`config.mk`:
```
export PLATFORM = sky130hd
export DESIGN_NAME = ro_event_packer_flat
export DESIGN_NICKNAME = d
export VERILOG_FILES = /design/src/rtl/ro_event_packer_if.sv /design/src/rtl/ro_event_packer.sv /design/src/flat_wrapper.sv
export SDC_FILE = /design/constraint.sdc
export NUM_CORES = 1
export LEC_CHECK = 0
export BUFFER_PORTS_ARGS = -buffer_cell sky130_fd_sc_hd__buf_2
export CAP_MARGIN = 30
export CORE_MARGIN = 3
export CORE_UTILIZATION = 45
export DETAILED_ROUTE_END_ITERATION = 6
export GPL_ROUTABILITY_DRIVEN = 0
export PLACE_DENSITY_LB_ADDON = 0.05
export REMOVE_ABC_BUFFERS = 1
export SLEW_MARGIN = 20
export SYNTH_ARGS = -nofsm -noshare
export SYNTH_HDL_FRONTEND = slang
export SYNTH_SLANG_ARGS = --single-unit
```
`constraint.sdc`:
```
create_clock -name clk_master -period 2.8 [get_ports clk_master]
set_input_delay 0.42 -clock clk_master [delete_from_list [all_inputs] [get_ports clk_master]]
set_output_delay 0.42 -clock clk_master [all_outputs]
set_load 0.02 [all_outputs]
```
`src/rtl/ro_event_packer_if.sv`:
```
// Readout-bus / output-stream bundle for ro_event_packer.
// master: the side driving the gray count and bus lines and consuming words.
// slave : the packer itself.
interface ro_event_packer_if #(
  parameter int N_CH = 8,
  parameter int TS_W = 16
) ();
  logic [N_CH-1:0] gray;
  logic            bus_eve;
  logic            bus_pol;
  logic [TS_W+5:0] out_data;
  logic            out_valid;
  logic            out_ready;
  logic            overflow;
  logic            gray_err;
  logic [7:0]      drop_cnt;

  modport master (
    output gray, bus_eve, bus_pol, out_ready,
    input  out_data, out_valid, overflow, gray_err, drop_cnt
  );

  modport slave (
    input  gray, bus_eve, bus_pol, out_ready,
    output out_data, out_valid, overflow, gray_err, drop_cnt
  );
endinterface

```
`src/rtl/ro_event_packer.sv`:
```
// ro_event_packer: watches the gray-count slot schedule of the readout
// blocks, samples the shared event bus in each channel slot and packs
// {timestamp, channel, polarity} words into a show-ahead FIFO.
//
// Pipeline (edges counted from the edge that first sees a new gray value):
//   edge 1: gray registered, gray ^ previous gray registered as diff
//   edge 2: diff decoded, bus_eve/bus_pol and ts sampled into a candidate
//   edge 3: candidate written into the FIFO (out_valid visible afterwards)
module ro_event_packer #(
  parameter int N_CH     = 8,
  parameter int TS_W     = 16,
  parameter int DEPTH    = 16,
  parameter int EMIT_ALL = 0
) (
  input  logic             clk_master,
  input  logic             rst,
  ro_event_packer_if.slave bus
);

  localparam int AW   = $clog2(DEPTH);
  localparam int DW   = TS_W + 6;
  localparam int CH_W = 5;

  localparam logic [N_CH-1:0] DIFF_ONE = N_CH'(1);
  localparam logic [TS_W-1:0] TS_ONE   = TS_W'(1);
  localparam logic [AW:0]     PTR_ONE  = (AW + 1)'(1);

  // ---------------------------------------------------------------------
  // Stage 1: gray history and registered bit-change vector
  // ---------------------------------------------------------------------
  logic [N_CH-1:0] gray_dly_q;   // previous gray sample
  logic [N_CH-1:0] diff_q;       // bits that changed on the last edge
  logic            diff_vld_q;   // diff_q compares two real samples
  logic            prime_q;      // gray_dly_q holds a real sample

  // Register gray and compare it against the previous sample; the very first
  // compare after reset is against the reset value and is marked invalid.
  always_ff @(posedge clk_master or posedge rst) begin
    if (rst) begin
      gray_dly_q <= '0;
      diff_q     <= '0;
      diff_vld_q <= 1'b0;
      prime_q    <= 1'b0;
    end else begin
      gray_dly_q <= bus.gray;
      diff_q     <= bus.gray ^ gray_dly_q;
      diff_vld_q <= prime_q;
      prime_q    <= 1'b1;
    end
  end

  // ---------------------------------------------------------------------
  // Slot decode
  // ---------------------------------------------------------------------
  logic            diff_any;
  logic            diff_multi;
  logic            slot_onehot;
  logic [CH_W-1:0] slot_ch;

  // x & (x-1) clears the lowest set bit: non-zero means two or more bits.
  assign diff_any    = |diff_q;
  assign diff_multi  = |(diff_q & (diff_q - DIFF_ONE));
  assign slot_onehot = diff_any && !diff_multi;

  // Onehot-to-index encoder: index bit gi is the OR of all diff bits whose
  // position has bit gi set. Only meaningful when slot_onehot is true.
  genvar gi, gk;
  generate
    for (gi = 0; gi < CH_W; gi++) begin : g_ch_bit
      logic [N_CH-1:0] sel;
      for (gk = 0; gk < N_CH; gk++) begin : g_sel
        assign sel[gk] = (((gk >> gi) % 2) == 1);
      end
      assign slot_ch[gi] = |(diff_q & sel);
    end
  endgenerate

  // ---------------------------------------------------------------------
  // Timestamp
  // ---------------------------------------------------------------------
  logic [TS_W-1:0] ts_q;

  // Free-running timestamp, wraps silently.
  always_ff @(posedge clk_master or posedge rst) begin
    if (rst) begin
      ts_q <= '0;
    end else begin
      ts_q <= ts_q + TS_ONE;
    end
  end

  // ---------------------------------------------------------------------
  // Stage 2: bus sampling and candidate word
  // ---------------------------------------------------------------------
  logic          cand_vld_q;
  logic [DW-1:0] cand_word_q;
  logic          gray_err_q;

  // Sample the bus in the decoded slot; flag multi-bit gray jumps (sticky).
  always_ff @(posedge clk_master or posedge rst) begin
    if (rst) begin
      cand_vld_q  <= 1'b0;
      cand_word_q <= '0;
      gray_err_q  <= 1'b0;
    end else begin
      cand_vld_q  <= diff_vld_q && slot_onehot && ((EMIT_ALL != 0) || bus.bus_eve);
      cand_word_q <= {ts_q, slot_ch, bus.bus_pol};
      if (diff_vld_q && diff_multi) begin
        gray_err_q <= 1'b1;
      end
    end
  end

  // ---------------------------------------------------------------------
  // Stage 3: FIFO
  // ---------------------------------------------------------------------
  logic [DW-1:0] mem_q [DEPTH];
  logic [AW:0]   wr_ptr_q;
  logic [AW:0]   rd_ptr_q;
  logic          overflow_q;
  logic [7:0]    drop_cnt_q;

  logic fifo_empty;
  logic fifo_full;
  logic do_pop;
  logic do_push;
  logic do_drop;

  assign fifo_empty = (wr_ptr_q == rd_ptr_q);
  assign fifo_full  = (wr_ptr_q[AW] != rd_ptr_q[AW]) &&
                      (wr_ptr_q[AW-1:0] == rd_ptr_q[AW-1:0]);
  assign do_pop     = !fifo_empty && bus.out_ready;
  // A pop on the same edge frees the slot, so a push into a full FIFO
  // is still accepted when the consumer is taking the head word.
  assign do_push    = cand_vld_q && (!fifo_full || do_pop);
  assign do_drop    = cand_vld_q && fifo_full && !do_pop;

  // Storage array; no reset so it maps onto distributed/block RAM.
  always_ff @(posedge clk_master) begin
    if (do_push) begin
      mem_q[wr_ptr_q[AW-1:0]] <= cand_word_q;
    end
  end

  // Pointer bookkeeping plus sticky overflow and saturating drop counter.
  always_ff @(posedge clk_master or posedge rst) begin
    if (rst) begin
      wr_ptr_q   <= '0;
      rd_ptr_q   <= '0;
      overflow_q <= 1'b0;
      drop_cnt_q <= '0;
    end else begin
      if (do_push) begin
        wr_ptr_q <= wr_ptr_q + PTR_ONE;
      end
      if (do_pop) begin
        rd_ptr_q <= rd_ptr_q + PTR_ONE;
      end
      if (do_drop) begin
        overflow_q <= 1'b1;
        if (drop_cnt_q != 8'hFF) begin
          drop_cnt_q <= drop_cnt_q + 8'd1;
        end
      end
    end
  end

  // Show-ahead head word; forced to zero while empty so stale RAM contents
  // never appear on the output (e.g. right after reset).
  assign bus.out_valid = !fifo_empty;
  assign bus.out_data  = fifo_empty ? '0 : mem_q[rd_ptr_q[AW-1:0]];
  assign bus.overflow  = overflow_q;
  assign bus.gray_err  = gray_err_q;
  assign bus.drop_cnt  = drop_cnt_q;

endmodule
```
`src/flat_wrapper.sv`:
```
// flat-port wrapper written by rule: the top's interface ports become plain ports
module ro_event_packer_flat 
#(
  parameter int N_CH     = 8,
  parameter int TS_W     = 16,
  parameter int DEPTH    = 16,
  parameter int EMIT_ALL = 0
)
  (clk_master, rst, bus_gray, bus_bus_eve, bus_bus_pol, bus_out_ready, bus_out_data, bus_out_valid, bus_overflow, bus_gray_err, bus_drop_cnt);
  ro_event_packer_if #(.N_CH(N_CH), .TS_W(TS_W)) bus_i ();
  input  logic clk_master;
  input  logic rst;
  input wire logic [$bits(bus_i.gray)-1:0] bus_gray;
  input wire logic [$bits(bus_i.bus_eve)-1:0] bus_bus_eve;
  input wire logic [$bits(bus_i.bus_pol)-1:0] bus_bus_pol;
  input wire logic [$bits(bus_i.out_ready)-1:0] bus_out_ready;
  output wire logic [$bits(bus_i.out_data)-1:0] bus_out_data;
  output wire logic [$bits(bus_i.out_valid)-1:0] bus_out_valid;
  output wire logic [$bits(bus_i.overflow)-1:0] bus_overflow;
  output wire logic [$bits(bus_i.gray_err)-1:0] bus_gray_err;
  output wire logic [$bits(bus_i.drop_cnt)-1:0] bus_drop_cnt;
  assign bus_i.gray = bus_gray;
  assign bus_i.bus_eve = bus_bus_eve;
  assign bus_i.bus_pol = bus_bus_pol;
  assign bus_i.out_ready = bus_out_ready;
  assign bus_out_data = bus_i.out_data;
  assign bus_out_valid = bus_i.out_valid;
  assign bus_overflow = bus_i.overflow;
  assign bus_gray_err = bus_i.gray_err;
  assign bus_drop_cnt = bus_i.drop_cnt;
  ro_event_packer #(.N_CH(N_CH), .TS_W(TS_W), .DEPTH(DEPTH), .EMIT_ALL(EMIT_ALL)) u_core (.clk_master(clk_master), .rst(rst), .bus(bus_i));
endmodule
```
[After elaboration in Yosys (flattened, before gate mapping)]
Memories as Yosys holds them, arrays and structs flattened.
Index checks and enable logic that the tools add are counted.
Word-level totals
  memories kept: 1
  logic and storage cells: 47
  input bits: 13
  output and inout bits: 33
  RAM bits: 320
  bits in registers: 75
Memories
  u_core.mem_q: depth 16, bits a word 20, read ports 1, clocked after memory_dff 0, write ports 1, line ro_event_packer.sv:117  | logic [DW-1:0] mem_q [DEPTH];
Operators by class
  equality and inequality tests: 4
  mux-type cells: 3
  $add $sub $neg: 5
  reductions and logical operators: 20
  bitwise operators: 2
Operator list (count)
  $mux W22: 1
  $add A16 B1 Y16 const B: 1
  $reduce_or A8 Y1: 2
  $reduce_or A4 Y1: 3
  $add A5 B1 Y5 const B: 2
  $logic_and A1 B1 Y1: 9
  $add A8 B1 Y8 const B: 1
  $and A8 B8 Y8: 1
  $ne A8 B8 Y1 const B: 1
  $sub A8 B1 Y8 const B: 1
  $xor A8 B8 Y8: 1
  $eq A5 B5 Y1: 1
  $eq A4 B4 Y1: 1
  $logic_not A1 Y1: 4
  $mux W1: 2
  $reduce_and A2 Y1: 1
  $logic_or A1 B1 Y1: 1
  $ne A1 B1 Y1: 1

[Longest topological paths before layout]
Gate-level depths: netlist (run 1).
  depth in word-level cells: 7
  gate-level depth with buffers: 6
  gate-level depth less buffers: 5

[Worst setup path before layout (run 1)]
No wires, ideal clock.
  path kind: register -> register
  start: register u_core.wr_ptr_q[3]
  end: memory u_core.mem_q[3][0] (netlist bit) (enable)
  required time: 2378 ps
  path buffers: 1
  path slack: 5 ps
  arrival time: 2372 ps
  stages on the path, launching flop included: 6
  clock period less this slack: 2795 ps
  library setup time: 422 ps
  path through: dfrtp_1 buf_2 xnor2_1 nand4_2 o211ai_1 nor3_1
Between the ends
  word-level cells in the longest chain between the ends: 7
  elaborated cells on any way between the ends: 10
  those cells by class: 2 x eq/ne; 2 x mux; 6 x reduce/logical
RTL lines
  start: declaration: line ro_event_packer.sv:118  | logic [AW:0] wr_ptr_q;
  start signal: assignment: line ro_event_packer.sv:154  | wr_ptr_q <= wr_ptr_q + PTR_ONE;
  $eq A5 B5 Y1 or $eq A4 B4 Y1 (tied branches): line ro_event_packer.sv:129, ro_event_packer.sv:131
  $logic_not A1 Y1 or $logic_and A1 B1 Y1 (tied branches): line ro_event_packer.sv:132, ro_event_packer.sv:130
  $logic_and A1 B1 Y1 or $logic_not A1 Y1 (tied branches): line ro_event_packer.sv:132, ro_event_packer.sv:135
  $logic_or A1 B1 Y1: line ro_event_packer.sv:135  | assign do_push = cand_vld_q && (!fifo_full || do_pop);
  $logic_and A1 B1 Y1: line ro_event_packer.sv:135
  $mux W1: line ro_event_packer.sv:140  | if (do_push) begin
  $mux W1 (not written as such): line ro_event_packer.sv:141  | mem_q[wr_ptr_q[AW-1:0]] <= cand_word_q;
  end: declaration: line ro_event_packer.sv:117
Several ways; a longest one is shown, not always the timed one.

[Final worst setup path (run 1)]
  start: register u_core.rd_ptr_q[0]
  end: output port bus_out_data[2]
Between the ends
  word-level cells in the longest chain between the ends: 2
  elaborated cells on any way between the ends: 3
  those cells by class: 1 x eq/ne; 1 x mux; 1 x memory
RTL lines
  start: declaration: line ro_event_packer.sv:119  | logic [AW:0] rd_ptr_q;
  start signal: assignment: line ro_event_packer.sv:157  | rd_ptr_q <= rd_ptr_q + PTR_ONE;
  $mem_v2 Z16 W20 or $eq A5 B5 Y1 (tied branches)
  $mux W22 (*): line ro_event_packer.sv:171  | assign bus.out_data = fifo_empty ? '0 : mem_q[rd_ptr_q[AW-1:0]];
  end: declaration: line flat_wrapper.sv:17  | output wire logic [$bits(bus_i.out_data)-1:0] bus_out_data;
Mark *: on every way between the ends. The rest lies on a longest branch, timed or not.

==> results.py, run 1 <==
metrics = {
    "timing": {
        "fin_crit_ns": 2.75,
        "finalClockSkew_ns": 0.0158,
        "finalCritPeriodShare_pct": 98.3,
        "slew_headroom_pct": 50.9,
        "setup_violations": 0,
        "drv_slew": 0,
        "rsz0062_at_grt": "true",
        "fmax_mhz": 363,
        "tightest_slew_ns": 0.736,
        "finalHoldViolations": 7,
        "hold_slack_ns": -0.0128,
        "worst_slack_ns": 0.0480,
    },
    "yosys": {
        "synth_compound_area_share_pct": 3.75,
        "synth_cell_types": 43,
        "synthAdderAreaFrac_pct": 0.585,
        "syn_avg_cell_area_sq_um": 20.7,
        "synthCells": 723,
        "synth-edff-count": 320,
        "synth_top_area_share_pct": 64.1,
        "syn_area_sq_um": 15000,
        "netlist_top_cells_area": "edfxtp_1, dfrtp_1, mux4_2",
        "yosys.area.top_type": "edfxtp_1",
        "yosysSeqAreaShare_pct": 76.7,
        "yosysWarnings": 0,
        "synth_simple_gate_area_share_pct": 2.73,
        "ys_seq_elements": 395,
        "synthXorXnorAreaFrac_pct": 2.51,
        "synth_top_family_by_area": "multiplexers",
        "synth_common_cells": "edfxtp_1, mux4_2, dfrtp_1",
        "synth.mux.area_fraction_pct": 12.2,
        "synth_ff_type": "edfxtp_1",
        "ys_async_sr_fraction_pct": 19.0,
        "synth_most_common_cell": "edfxtp_1",
    },
    "detailed_routing": {
        "wl_per_cell_um": 26.0,
        "ant_nets": 0,
        "drt-total-wl_mm": 33.7,
        "drc": 0,
        "drtIter0Drc": 570,
        "vias_per_cell": 5.64,
        "first_pass_iters": 4,
        "vias": 7318,
    },
    "pwr": {
        "static-leakage-power_nw": 6.38,
        "p_int_mw": 11.4,
        "p_comb_share_pct": 24.5,
        "swShare_pct": 28.3,
        "p_switching_mw": 4.48,
        "power_density_nw_per_um2": 891,
        "clock_power_share_pct": 34.2,
        "vdd_ir_drop_max_mv": 0.559,
        "p_seq_share_pct": 41.2,
    },
    "finish": {
        "area_growth_pct": 18.6,
        "diodes": 0,
        "finish.instance_area_sq_um": 17800,
        "fin_nets": 846,
        "fin_cells": 1298,
        "layout.area.seq_sq_um": 11500,
        "num-fill-cells": 2584,
        "drive_above_1_share_pct": 31.9,
        "multi_input_area_sq_um": 3420,
    },
    "placement": {
        "pre_cts_slack_ns": 0.346,
        "place_inst": 1211,
        "place_area_sq_um": 16100,
        "portBuffers": 43,
        "dpl.hpwl_mm": 18.5,
    },
    "floorplan": {
        "core_sq_um": 32700,
        "dieHeight_um": 188,
        "io_pins": 46,
        "rows": 66,
        "dieArea_sq_um": 35500,
        "initial_utilization_pct": 45.8,
        "dieWidth_um": 188,
    },
    "cts": {
        "clock_latency_ns": 0.53,
        "htreeDepth": 2,
        "cts.sinks": 395,
        "clk_pin_slew_worst_paths_ns": 0.06,
        "cts_buffers": 42,
        "root_buffer": "clkbuf_16",
        "cts_max_path_buffers": 3,
        "cts_tree": "yes",
    },
    "critical_path": {
        "crit_arrival_ns": 2.33,
        "regToRegSetupSlack_ns": 0.32,
        "critPathMaxStageDelay_ns": 0.50,
        "reg2reg_from": "u_core.rd_ptr_q[0]",
        "rr_endpoint": "u_core.mem_q[0][4]",
        "critPathKind": "reg2out",
        "end_kind": "output port",
        "reg2regPathDepth": 8,
        "cp.buffers_inverters": 4,
        "crit_family": "buffers and inverters",
        "cp_num_cells": 7,
        "crit_end": "bus_out_data[2]",
        "cp.required_ns": 2.38,
        "cp_slowest_cell": "dfrtp_4",
        "crit_chain": "buf_12 > buf_8 > buf_4 > mux4_2 > a22oi_2 > a21oi_1 > buf_2",
        "cp-start-kind": "register",
        "crit_start": "u_core.rd_ptr_q[0]",
        "cp_max_fo": 5,
    },
    "global_routing": {
        "grt_overflow_total": 0,
        "grt_max_degree": 46,
        "track_usage_pct": 19.4,
        "grt_pass1_wl_mm": 50.7,
        "antenna_found_initial": 0,
        "grt_pass1_vias": 7892,
    },
    "outcome": {
        "status": "complete, but fails checks",
        "violations": "negative hold slack",
    },
    "job": {
        "drv_cap": 0,
    },
    "worst_hold_path": {
        "min_path_type": "in2async",
    },
}
-- sequential cells by signal (all words and copies together), names as in the netlist --
register	cells
u_core.bus.drop_cnt	8
u_core.bus.gray_err	1
u_core.bus.overflow	1
u_core.cand_vld_q	1
u_core.cand_word_q	20
u_core.diff_q	8
u_core.diff_vld_q	1
u_core.gray_dly_q	8
u_core.mem_q	320
u_core.prime_q	1
u_core.rd_ptr_q	5
u_core.ts_q	16
u_core.wr_ptr_q	5
-- per-layer routing --
layer  global-route usage [%]  vias up  wire length (um)
met5                        0        -                 0
met2                     32.9      171             17100
met1                     26.4     3929             14400
met3                     3.27       58              1440
li1                         -     3160                 -
met4                     4.90        0               739
-- worst reg2reg max path, delay by kind of cell (launching register included) --
family | cells | cell delay (ns)
simple gates | 2 | 0.38
compound gates | 1 | 0.41
buf+inv | 4 | 0.73
xor+xnor | 1 | 0.13
flops | 1 | 0.50
-- power by group through the flow --
stage | Clock [mW] | Sequential, mW | Combinational [mW]
floorplan | 0 | 6.98 | 1.80
global placement | 0 | 6.68 | 3.35
detailed placement | 0 | 6.69 | 3.38
CTS | 5.56 | 6.53 | 3.90
global route | 5.78 | 6.55 | 4.15
finish | 5.42 | 6.53 | 3.89
-- stage by stage --
stage | TNS [ns] | total power, mW | hold slack [ns] | utilization, %
after floorplan | -854.10 | 8.78 | 0.331 | -
after global placement | 0 | 10.0 | 0.348 | 49.1
after detailed placement | 0 | 10.1 | 0.338 | 49.1
after CTS | -0.0959 | 16.0 | 0.00480 | 54.1
after global routing | -0.0355 | 16.5 | 0.00775 | 54.4
final | 0 | 15.8 | -0.0128 | 54.4
-- layout make-up --
class                      instances  share of cell area (%)
sequential                       395                    64.7
multi-input combinational        285                    19.2
clock buffer                      51                    6.63
timing repair buffer              94                    5.12
tap                              442                    3.11
clock inverter                    23                    1.08
inverter                           8                   0.176
-- logic make-up (layout without fill, tap and decap cells) --
family / count (synthesis) / after routing
mux: 83 / 83
buf+inv: 44 / 176
compound gates: 80 / 80
other cells: 2 / 3
flops: 395 / 395
simple gates: 70 / 70
fa+ha+maj: 7 / 7
xor+xnor: 42 / 42
-- layout by cell type, fill, tap and decap left out, types with 6 or more instances in the layout --
master	count
a21oi_1	19
mux4_2	80
a22oi_2	21
xor2_1	17
xnor2_1	23
nand3_1	10
and3_1	18
a22oi_1	19
clkinv_1	11
clkbuf_16	45
dfrtp_1	73
buf_12	16
buf_2	42
ha_1	7
clkinv_2	7
nand2_1	7
buf_4	26
inv_1	7
edfxtp_1	320
nor3_1	6
-- how the worst min path moves through the flow --
stage | depth (start not counted) | startpoint | endpoint | slack, ns
finish | 2 | rst | u_core.gray_dly_q[0] | -0.01
detailed placement | 0 | u_core.prime_q | u_core.diff_vld_q | 0.34
global route | 1 | bus_gray[2] | u_core.gray_dly_q[2] | 0.008
global placement | 0 | u_core.prime_q | u_core.diff_vld_q | 0.35
CTS | 1 | bus_gray[2] | u_core.gray_dly_q[2] | 0.005
floorplan | 0 | u_core.prime_q | u_core.diff_vld_q | 0.33
-- timing repair --
| action | CTS | global route |
|---|---|---|
| gates resized for setup | 12 | 29 |
| endpoints found under the hold margin | 1 | 0 |
| setup endpoints to repair | 20 | 19 |
| pin swaps | 2 | 3 |
| cloned | 3 | 0 |
| hold buffers | 1 | 0 |
| buffers inserted | 9 | 2 |
(Power assumes the default switching activity.)
==> inputs of run 2 (changes only) <==
- BUFFER_PORTS_ARGS: -buffer_cell sky130_fd_sc_hd__buf_2 -> -buffer_cell sky130_fd_sc_hd__buf_4
- CORE_MARGIN: 3 -> 8
==> results.py, run 2 (synthesis gave the netlist of run 1 again) <==
metrics = {
    "finish": {
        "fin_nets": 849,
        "largest_reg_flops": 320,
        "area_growth_pct": 20.2,
        "layout_commonest_cell": "edfxtp_1",
        "num-fill-cells": 2576,
        "diodes": 0,
        "mostFrequentLayoutCells": "edfxtp_1, mux4_2, dfrtp_1",
        "fin_cells": 1308,
        "drive_above_1_share_pct": 31.0,
    },
    "floorplan": {
        "core_sq_um": 33200,
        "rows": 67,
        "dieHeight_um": 198,
        "dieArea_sq_um": 39400,
        "initial_utilization_pct": 45.1,
        "io_pins": 46,
        "dieWidth_um": 198,
    },
    "global_routing": {
        "grt_pass1_wl_mm": 50.4,
        "grt_pass1_vias": 7615,
        "grt_max_degree": 84,
        "track_usage_pct": 17.7,
        "antenna_found_initial": 0,
        "grt_overflow_total": 0,
    },
    "cts": {
        "cts_buffers": 41,
        "root_buffer": "clkbuf_16",
        "htreeDepth": 2,
        "cts_max_path_buffers": 3,
        "clk_pin_slew_worst_paths_ns": 0.06,
        "clock_latency_ns": 0.52,
        "cts_tree": "yes",
        "cts.sinks": 395,
    },
    "detailed_routing": {
        "wl_per_cell_um": 26.2,
        "drt-total-wl_mm": 34.2,
        "first_pass_iters": 5,
        "highest_layer": "met4",
        "vias": 7348,
        "drtIter0Drc": 607,
        "wl_met2_mm": 17.1,
        "drc": 0,
        "ant_nets": 0,
        "vias_per_cell": 5.62,
        "met1_length_mm": 14.9,
        "route.met3.wl_mm": 1.75,
    },
    "timing": {
        "finalCritPeriodShare_pct": 98.7,
        "finalClockSkew_ns": 0.0186,
        "finalHoldViolations": 0,
        "setup-tns-final_ns": 0,
        "slew_headroom_pct": 66.3,
        "fmax_mhz": 362,
        "fin_crit_ns": 2.76,
        "tightest_slew_ns": 0.506,
        "rsz0062_at_grt": "true",
        "drv_slew": 0,
        "setup_violations": 0,
    },
    "pwr": {
        "vdd_ir_drop_max_mv": 0.790,
        "power_density_nw_per_um2": 898,
        "finalPower_mw": 16.2,
        "static-leakage-power_nw": 6.43,
    },
    "critical_path": {
        "crit_arrival_ns": 2.34,
        "cp.required_ns": 2.38,
        "regToRegSetupSlack_ns": 0.20,
        "cp-start-kind": "register",
        "crit_start": "u_core.rd_ptr_q[0]",
        "rr_endpoint": "u_core.mem_q[14][7]",
        "crit_end": "bus_out_data[0]",
        "end_kind": "output port",
        "reg2reg_from": "u_core.rd_ptr_q[0]",
        "cp_max_fo": 8,
        "reg2regPathDepth": 8,
        "critPathKind": "reg2out",
    },
    "job": {
        "drv_cap": 0,
    },
    "placement": {
        "portBuffers": 43,
        "place_inst": 1209,
        "dpl.hpwl_mm": 17.3,
    },
    "worst_hold_path": {
        "min_path_type": "in2reg",
    },
    "outcome": {
        "status": "finished, final reports clean",
    },
}
run 2: cell count changes in the layout (fill, tap and decap cells not counted), moves of 2 or more:
cell,delta
buf_6,-2
a22oi_2,-2
clkinv_1,-2
a21oi_1,-5
dlygate4sd3_1,+7
a22oi_1,+2
clkbuf_1,+8
buf_16,+3
clkinv_2,-3
bufinv_16,+2
a21oi_2,+5
buf_2,-42
buf_4,+36
run 2: where the power goes:
| part | leakage [nW] | internal, mW | switching, mW | total, mW |
|---|---|---|---|---|
| clock | 0.648 | 3.27 | 2.12 | 5.39 |
| sequential | 4.06 | 6.39 | 0.137 | 6.53 |
| combinational | 1.72 | 1.99 | 2.26 | 4.25 |
run 2: critical path, stage by stage (launching register included):
cell and delay, ns:
dfrtp_4 0.44, buf_4 0.19, clkbuf_16 0.20, mux4_2 0.51, a22oi_1 0.23, a21oi_1 0.10
buf_4 0.17
run 2: area by class of cell:
cell class              count  area, sq um  share of cell area (%)
flip-flops and latches    395        11500                    63.8
well taps                 448          561                    3.11
clock buffers              55         1120                    6.22
multi-input cells         285         3430                    19.0
repair buffers             98         1150                    6.41
inverters                   8         31.3                   0.174
clock inverters            19          223                    1.24
run 2: stage by stage:
step,cell area [sq um],utilization [%],setup WS [ns],hold slack (ns)
4_1_cts,17800,53.6,-0.0135,0.000400
2_1_floorplan,14800,-,-3.08,0.331
3_3_place_gp,16100,48.6,0.427,0.344
5_1_grt,18000,54.3,-0.0388,0.00174
3_5_place_dp,16100,48.6,0.393,0.351
6_report,18000,54.3,0.0360,0.0242
run 2: worst min-delay path by stage:
| stage | start | to | slack [ns] | cells past startpoint |
|---|---|---|---|---|
| floorplan | u_core.prime_q | u_core.diff_vld_q | 0.33 | 0 |
| global placement | u_core.prime_q | u_core.diff_vld_q | 0.34 | 0 |
| detailed placement | u_core.prime_q | u_core.diff_vld_q | 0.35 | 0 |
| CTS | bus_gray[5] | u_core.gray_dly_q[5] | 0.0004 | 1 |
| global route | bus_gray[5] | u_core.gray_dly_q[5] | 0.002 | 1 |
| finish | bus_gray[5] | u_core.gray_dly_q[5] | 0.02 | 1 |
run 2: metal layers:
metal	global-route usage, %	vias to the layer above
met5	0	-
met4	4.04	0
met3	2.98	47
met2	29.4	205
met1	24.3	3926
li1	-	3170
run 2: timing repair:
item / 4_1_cts / 5_1_grt
gates cloned: 5 / 3
endpoints found under the setup margin: 20 / 21
buffers inserted: 6 / 4
hold buffers: 7 / 1
hold endpoints to repair: 30 / 1
gates resized for setup: 14 / 27
pin swaps: 4 / 6
